===== src/rtl/fetch_sequencer_if.sv =====
// Fetch/decode bus: instruction-memory handshake plus opcode, decoder strobes and ALU flags.
interface fetch_sequencer_if #(
  parameter int ADDR_W  = 10,
  parameter int INSTR_W = 16
);
  logic               imem_req;
  logic [ADDR_W-1:0]  imem_addr;
  logic               imem_ack;
  logic [INSTR_W-1:0] imem_rdata;
  logic [5:0]         opcode;
  logic               instr_valid;
  logic               brz, brn, brc, bro, bra, jmp, ret;
  logic               flag_z, flag_n, flag_c, flag_o;

  modport master (
    output imem_req, imem_addr, opcode, instr_valid,
    input  imem_ack, imem_rdata,
    input  brz, brn, brc, bro, bra, jmp, ret,
    input  flag_z, flag_n, flag_c, flag_o
  );

  modport slave (
    input  imem_req, imem_addr, opcode, instr_valid,
    output imem_ack, imem_rdata,
    output brz, brn, brc, bro, bra, jmp, ret,
    output flag_z, flag_n, flag_c, flag_o
  );
endinterface


===== src/rtl/fetch_sequencer.sv =====
// Multi-cycle fetch/decode/execute PC sequencer with a small return-address stack.
// state  | meaning
// IDLE   | waiting for start
// FETCH  | imem_req high at pc, waiting for ack
// DECODE | opcode presented for one cycle
// EXEC   | strobes sampled, next pc computed unless stalled
// ERROR  | stack fault, held until reset
module fetch_sequencer #(
  parameter int ADDR_W      = 10,
  parameter int INSTR_W     = 16,
  parameter int STACK_DEPTH = 4
) (
  input  logic              clk,
  input  logic              rst,
  input  logic              i_start,
  input  logic              i_exec_stall,
  fetch_sequencer_if.master bus,
  output logic [ADDR_W-1:0] o_pc,
  output logic              o_retired,
  output logic              o_err
);
  localparam int SP_W = $clog2(STACK_DEPTH) + 1;
  localparam logic [SP_W-1:0] SP_FULL = SP_W'(STACK_DEPTH);

  typedef enum logic [2:0] {S_IDLE, S_FETCH, S_DECODE, S_EXEC, S_ERROR} state_t;

  state_t              r_state, w_state_nxt;
  logic [ADDR_W-1:0]   r_pc, w_pc_nxt;
  logic [INSTR_W-1:0]  r_ir;
  logic [SP_W-1:0]     r_sp, w_sp_dec;
  logic [ADDR_W-1:0]   r_stack [STACK_DEPTH];
  logic                r_retired, r_err;
  logic                w_push, w_pop, w_fault, w_retire, w_taken;
  logic [ADDR_W-1:0]   w_off, w_pc_inc, w_rel;

  assign w_off    = r_ir[ADDR_W-1:0];
  assign w_pc_inc = r_pc + 1'b1;
  assign w_rel    = w_pc_inc + w_off;
  assign w_sp_dec = r_sp - 1'b1;
  assign w_taken  = bus.bra | (bus.brz & bus.flag_z) | (bus.brn & bus.flag_n) |
                    (bus.brc & bus.flag_c) | (bus.bro & bus.flag_o);

  always_ff @(posedge clk or posedge rst) begin
    if (rst) r_state <= S_IDLE;
    else     r_state <= w_state_nxt;
  end

  always_comb begin
    w_state_nxt = r_state;
    w_pc_nxt    = r_pc;
    w_push      = 1'b0;
    w_pop       = 1'b0;
    w_fault     = 1'b0;
    w_retire    = 1'b0;
    case (r_state)
      S_IDLE:   if (i_start) w_state_nxt = S_FETCH;
      S_FETCH:  if (bus.imem_ack) w_state_nxt = S_DECODE;
      S_DECODE: w_state_nxt = S_EXEC;
      S_EXEC: begin
        if (!i_exec_stall) begin
          // ret outranks jmp, which outranks every branch form
          if (bus.ret) begin
            if (r_sp == '0) w_fault = 1'b1;
            else begin
              w_pop    = 1'b1;
              w_pc_nxt = r_stack[w_sp_dec[SP_W-2:0]];
            end
          end else if (bus.jmp) begin
            if (r_sp == SP_FULL) w_fault = 1'b1;
            else begin
              w_push   = 1'b1;
              w_pc_nxt = w_off;
            end
          end else if (w_taken) begin
            w_pc_nxt = w_rel;
          end else begin
            w_pc_nxt = w_pc_inc;
          end
          if (w_fault) w_state_nxt = S_ERROR;
          else begin
            w_retire    = 1'b1;
            w_state_nxt = S_FETCH;
          end
        end
      end
      S_ERROR:  w_state_nxt = S_ERROR;
      default:  w_state_nxt = S_IDLE;
    endcase
  end

  always_ff @(posedge clk or posedge rst) begin
    if (rst) begin
      r_pc      <= '0;
      r_ir      <= '0;
      r_sp      <= '0;
      r_retired <= 1'b0;
      r_err     <= 1'b0;
      for (int i = 0; i < STACK_DEPTH; i++) r_stack[i] <= '0;
    end else begin
      r_retired <= w_retire;
      r_pc      <= w_pc_nxt;
      if (r_state == S_FETCH && bus.imem_ack) r_ir <= bus.imem_rdata;
      if (w_push) begin
        r_stack[r_sp[SP_W-2:0]] <= w_pc_inc;
        r_sp                    <= r_sp + 1'b1;
      end else if (w_pop) begin
        r_sp <= w_sp_dec;
      end
      if (w_fault) r_err <= 1'b1;
    end
  end

  assign bus.imem_req    = (r_state == S_FETCH);
  assign bus.imem_addr   = r_pc;
  assign bus.opcode      = r_ir[INSTR_W-1 -: 6];
  assign bus.instr_valid = (r_state == S_DECODE) || (r_state == S_EXEC);
  assign o_pc            = r_pc;
  assign o_retired       = r_retired;
  assign o_err           = r_err;
endmodule


===== src/flat_wrapper.sv =====
// flat-port wrapper written by rule: the top's interface ports become plain ports
module fetch_sequencer_flat 
#(
  parameter int ADDR_W      = 10,
  parameter int INSTR_W     = 16,
  parameter int STACK_DEPTH = 4
)
  (clk, rst, i_start, i_exec_stall, o_pc, o_retired, o_err, bus_imem_req, bus_imem_addr, bus_opcode, bus_instr_valid, bus_imem_ack, bus_imem_rdata, bus_brz, bus_brn, bus_brc, bus_bro, bus_bra, bus_jmp, bus_ret, bus_flag_z, bus_flag_n, bus_flag_c, bus_flag_o);
  fetch_sequencer_if #(.ADDR_W(ADDR_W), .INSTR_W(INSTR_W)) bus_i ();
  input  logic clk;
  input  logic rst;
  input  logic i_start;
  input  logic i_exec_stall;
  output logic [ADDR_W-1:0] o_pc;
  output logic o_retired;
  output logic o_err;
  output wire logic [$bits(bus_i.imem_req)-1:0] bus_imem_req;
  output wire logic [$bits(bus_i.imem_addr)-1:0] bus_imem_addr;
  output wire logic [$bits(bus_i.opcode)-1:0] bus_opcode;
  output wire logic [$bits(bus_i.instr_valid)-1:0] bus_instr_valid;
  input wire logic [$bits(bus_i.imem_ack)-1:0] bus_imem_ack;
  input wire logic [$bits(bus_i.imem_rdata)-1:0] bus_imem_rdata;
  input wire logic [$bits(bus_i.brz)-1:0] bus_brz;
  input wire logic [$bits(bus_i.brn)-1:0] bus_brn;
  input wire logic [$bits(bus_i.brc)-1:0] bus_brc;
  input wire logic [$bits(bus_i.bro)-1:0] bus_bro;
  input wire logic [$bits(bus_i.bra)-1:0] bus_bra;
  input wire logic [$bits(bus_i.jmp)-1:0] bus_jmp;
  input wire logic [$bits(bus_i.ret)-1:0] bus_ret;
  input wire logic [$bits(bus_i.flag_z)-1:0] bus_flag_z;
  input wire logic [$bits(bus_i.flag_n)-1:0] bus_flag_n;
  input wire logic [$bits(bus_i.flag_c)-1:0] bus_flag_c;
  input wire logic [$bits(bus_i.flag_o)-1:0] bus_flag_o;
  assign bus_imem_req = bus_i.imem_req;
  assign bus_imem_addr = bus_i.imem_addr;
  assign bus_opcode = bus_i.opcode;
  assign bus_instr_valid = bus_i.instr_valid;
  assign bus_i.imem_ack = bus_imem_ack;
  assign bus_i.imem_rdata = bus_imem_rdata;
  assign bus_i.brz = bus_brz;
  assign bus_i.brn = bus_brn;
  assign bus_i.brc = bus_brc;
  assign bus_i.bro = bus_bro;
  assign bus_i.bra = bus_bra;
  assign bus_i.jmp = bus_jmp;
  assign bus_i.ret = bus_ret;
  assign bus_i.flag_z = bus_flag_z;
  assign bus_i.flag_n = bus_flag_n;
  assign bus_i.flag_c = bus_flag_c;
  assign bus_i.flag_o = bus_flag_o;
  fetch_sequencer #(.ADDR_W(ADDR_W), .INSTR_W(INSTR_W), .STACK_DEPTH(STACK_DEPTH)) u_core (.clk(clk), .rst(rst), .i_start(i_start), .i_exec_stall(i_exec_stall), .bus(bus_i), .o_pc(o_pc), .o_retired(o_retired), .o_err(o_err));
endmodule

===== config.mk =====
export PLATFORM = sky130hd
export DESIGN_NAME = fetch_sequencer_flat
export DESIGN_NICKNAME = d
export VERILOG_FILES = /design/src/rtl/fetch_sequencer_if.sv /design/src/rtl/fetch_sequencer.sv /design/src/flat_wrapper.sv
export SDC_FILE = /design/constraint.sdc
export NUM_CORES = 1
export LEC_CHECK = 0
export BUFFER_PORTS_ARGS = -buffer_cell sky130_fd_sc_hd__buf_4
export CAP_MARGIN = 40
export CORE_MARGIN = 2
export CORE_UTILIZATION = 52
export DETAILED_ROUTE_END_ITERATION = 16
export HOLD_SLACK_MARGIN = 0.12
export PLACE_DENSITY = 0.77
export REMOVE_ABC_BUFFERS = 1
export SLEW_MARGIN = 20
export SYNTH_ARGS = -nofsm -noshare
export SYNTH_HDL_FRONTEND = slang
export SYNTH_SLANG_ARGS = --single-unit

===== constraint.sdc =====
create_clock -name clk -period 2.8 [get_ports clk]
set_clock_uncertainty 0.2 [all_clocks]
set_input_delay 0.42 -clock clk [delete_from_list [all_inputs] [get_ports clk]]
set_output_delay 0.42 -clock clk [all_outputs]
set_load 0.02 [all_outputs]

==> results.toml <==
[placed_design]
routabilityCongestion = 0.949
dp_slack_ns = 0.00314
portBuffers = 61
dp_hpwl_um = 6970

[power_and_ir_drop]
leakage_nw = 2.37
ir_drop_mv = 1.06
power_density_mw_per_mm2 = 1310

[clock_network]
cts.sinks = 74
clk_latency_ns = 0.37
numCtsBuffers = 9
tritoncts = "done"
cts_max_level = 3
clkTransAtPathRegs_ns = 0.08
cts.path.max_buffers = 2
cts-root-buf = "clkbuf_8"

[synthesis]
synthFlopType = "dfrtp_1"
synth_top_family_by_area = "compound AO/OA/AOI/OAI gates"
synth_xor_area_share_pct = 3.56
ys.warnings.count = 0
synth_compound_area_share_pct = 15.7
yosys.area_share.adder_pct = 4.97
synth_commonest_cells = "dfrtp_1 (74), nand2_1 (43), o21ai_0 (41)"
synth_top_area_cell = "dfrtp_1"
yosys.area.top_type_share_pct = 44.3
synth_edf_count = 0
synth_mux_area_share_pct = 11.7
syn_inst = 393
ys_seq_area_share_pct = 44.3
yosys.area_share.simple_pct = 12.8
ys_async_sr_fraction_pct = 100
synth_area_mm2 = 0.00418
syn_area_per_cell_um2 = 10.6
yosysUniqueCellTypes = 62
synth.most_common_cell = "dfrtp_1"
synth_seq_cells = 74
synth_area_leaders = "dfrtp_1 (44%), mux4_2 (5.4%), mux2_2 (5.1%)"

[min_path]
hold_class = "in -> reg"

[floorplanning]
core_mm2 = 0.00777
io_pins = 62
fp-row-count = 32
start_util_pct = 53.8
die_w_um = 93.6
die_y_um = 93.6
dieArea_mm2 = 0.00877

[critical_path]
crit_fanout = 5
startpoint_type = "flip-flop"
crit_required_ns = 2.85
worst-setup-path-type = "reg -> reg"
arrival_ns = 2.82
endpoint_kind = "flip-flop"

[routing]
routed_wl_um = 10500
drtAntennaViolNets = 0
num_vias = 3406
post_drt_via_cell_ratio = 5.81
drcViolationCount = 0
wl_per_cell_um = 18.0
dr.pass1.iters = 5
drt-initial-drc-count = 242

[timing]
final.min_clock_period_ns = 2.78
report.final.hold_viol_count = 0
setup_viol = 0
finalMaxSlewViolations = 0
tightest_slew_ns = 0.730
fmax_mhz = 360
maxSlewHeadroom_pct = 51.0
finalCritPeriodShare_pct = 99.1
worst_hold_slack_ns = 0.196
setup_ws_ns = 0.0241
rsz0062_at_grt = "yes"

[global_routing]
grt_pass1_wl_um = 16300
track_usage_pct = 24.6
grt_pass1_vias = 3297
antenna_found_initial = 0
grt_max_degree = 49
overflow = 0

[cells_and_area]
final.fill_count = 568
area_growth_syn_to_layout_pct = 25.7
n_antenna_cell = 0
fin_nets = 527
drive_above_1_share_pct = 35.7

[run_status]
run_status = "finished, final reports clean"

[flow_run]
drv_cap = 0
-- per-layer routing --
layer | GRT usage (%) | wire (um) | vias up
li1 | - | - | 1568
met1 | 33.5 | 4310 | 1653
met2 | 38.9 | 5220 | 160
met3 | 4.35 | 775 | 25
met4 | 10.7 | 237 | 0
met5 | 0 | 0 | -
-- critical path, stage by stage, from the launching register on --
cell	delay, ns
dfrtp_2	0.43
ha_4	0.18
nand3_2	0.09
nor2_2	0.19
xnor2_2	0.16
inv_2	0.07
ha_4	0.17
or3_4	0.34
or3_1	0.31
o211ai_1	0.26
o211a_1	0.20
nor3_1	0.05
-- area by class of cell --
type | instances | area, um^2 | area share, %
Clock buffer | 10 | 138 | 2.62
Clock inverter | 6 | 71.3 | 1.36
Inverter | 16 | 60.1 | 1.14
Multi-Input combinational cell | 272 | 2150 | 40.9
Sequential cell | 74 | 1860 | 35.3
Tap cell | 102 | 128 | 2.43
Timing Repair Buffer | 106 | 851 | 16.2
-- cells in the final DEF (no fill, tap or decap), types with 3 or more instances in the layout --
cell type and n:
o211ai_1 5, and2_1 3, a221oi_1 5, nor2_2 3, clkbuf_8 10, xnor2_1 11
o21a_1 4, buf_4 88, a21oi_1 13, nand2_1 43, ha_2 3, o22a_1 4
nand3_1 6, o21ai_0 41, dlygate4sd3_1 17, inv_6 3, inv_1 13, ha_1 10
dfrtp_1 70, mux4_2 10, nand2b_1 3, o22ai_1 4, mux2i_1 5, dfrtp_2 4
mux2_2 19, nor2_1 17, nand2_2 3, nor3_1 4, xor2_1 3
-- stage by stage --
step | instance area, um^2 | power, mW | utilization, % | cells | TNS, ns
floorplan | 3950 | 4.28 | - | 362 | -0.446
global placement | 4710 | 5.42 | 60.7 | 547 | 0
detailed placement | 4710 | 5.57 | 60.7 | 547 | 0
CTS | 5090 | 6.50 | 65.6 | 580 | 0
global route | 5260 | 7.30 | 67.7 | 586 | -0.264
finish | 5260 | 6.86 | 67.7 | 586 | 0
-- state kept, by name, indices dropped and copies added, names as in the netlist --
| signal | count |
|---|---|
| u_core.bus.imem_addr | 10 |
| u_core.o_err | 1 |
| u_core.o_retired | 1 |
| u_core.r_ir | 16 |
| u_core.r_sp | 3 |
| u_core.r_stack | 40 |
| u_core.r_state | 3 |
-- logic make-up after synthesis --
family                     Yosys count
AOI/OAI and AO/OA                  100
and+or+nand+nor                    105
DFF                                 74
muxes                               34
buffers and inverters               47
xor gates and xnor gates            17
adders and majority gates           16
-- power breakdown --
group / internal, mW / switching, mW / leakage [nW]
sequential: 1.51 / 0.387 / 0.939
combinational: 1.94 / 2.14 / 1.33
clock: 0.445 / 0.448 / 0.0999
-- path summary, 6_finish.rpt --
path	start	end	slack, ns	cells after the start
min in group asynchronous	rst	u_core.r_stack[25]$_DFFE_PP0P_	0.47	3
max in group asynchronous	rst	u_core.bus.imem_addr[0]$_DFFE_PP0P_	1.25	4
worst min register to register	u_core.o_err$_DFFE_PP0P_	u_core.o_err$_DFFE_PP0P_	0.27	1
worst min-delay path	i_exec_stall	u_core.r_state[1]$_DFFE_PP0P_	0.20	3
worst max-delay path	u_core.bus.imem_addr[1]$_DFFE_PP0P_	u_core.bus.imem_addr[9]$_DFFE_PP0P_	0.02	11
worst max register to register	u_core.bus.imem_addr[1]$_DFFE_PP0P_	u_core.bus.imem_addr[9]$_DFFE_PP0P_	0.02	11
-- repair_timing --
| action | 4_1_cts | 5_1_grt |
|---|---|---|
| pin swaps | 1 | 11 |
| buffers inserted | 0 | 6 |
| gates cloned | 0 | 0 |
| gates resized for setup | 1 | 26 |
| hold buffers | 17 | 0 |
| endpoints found under the setup margin | 2 | 5 |
| hold endpoints to repair | 42 | 0 |
No activity file was read; power rests on OpenSTA's default activity.
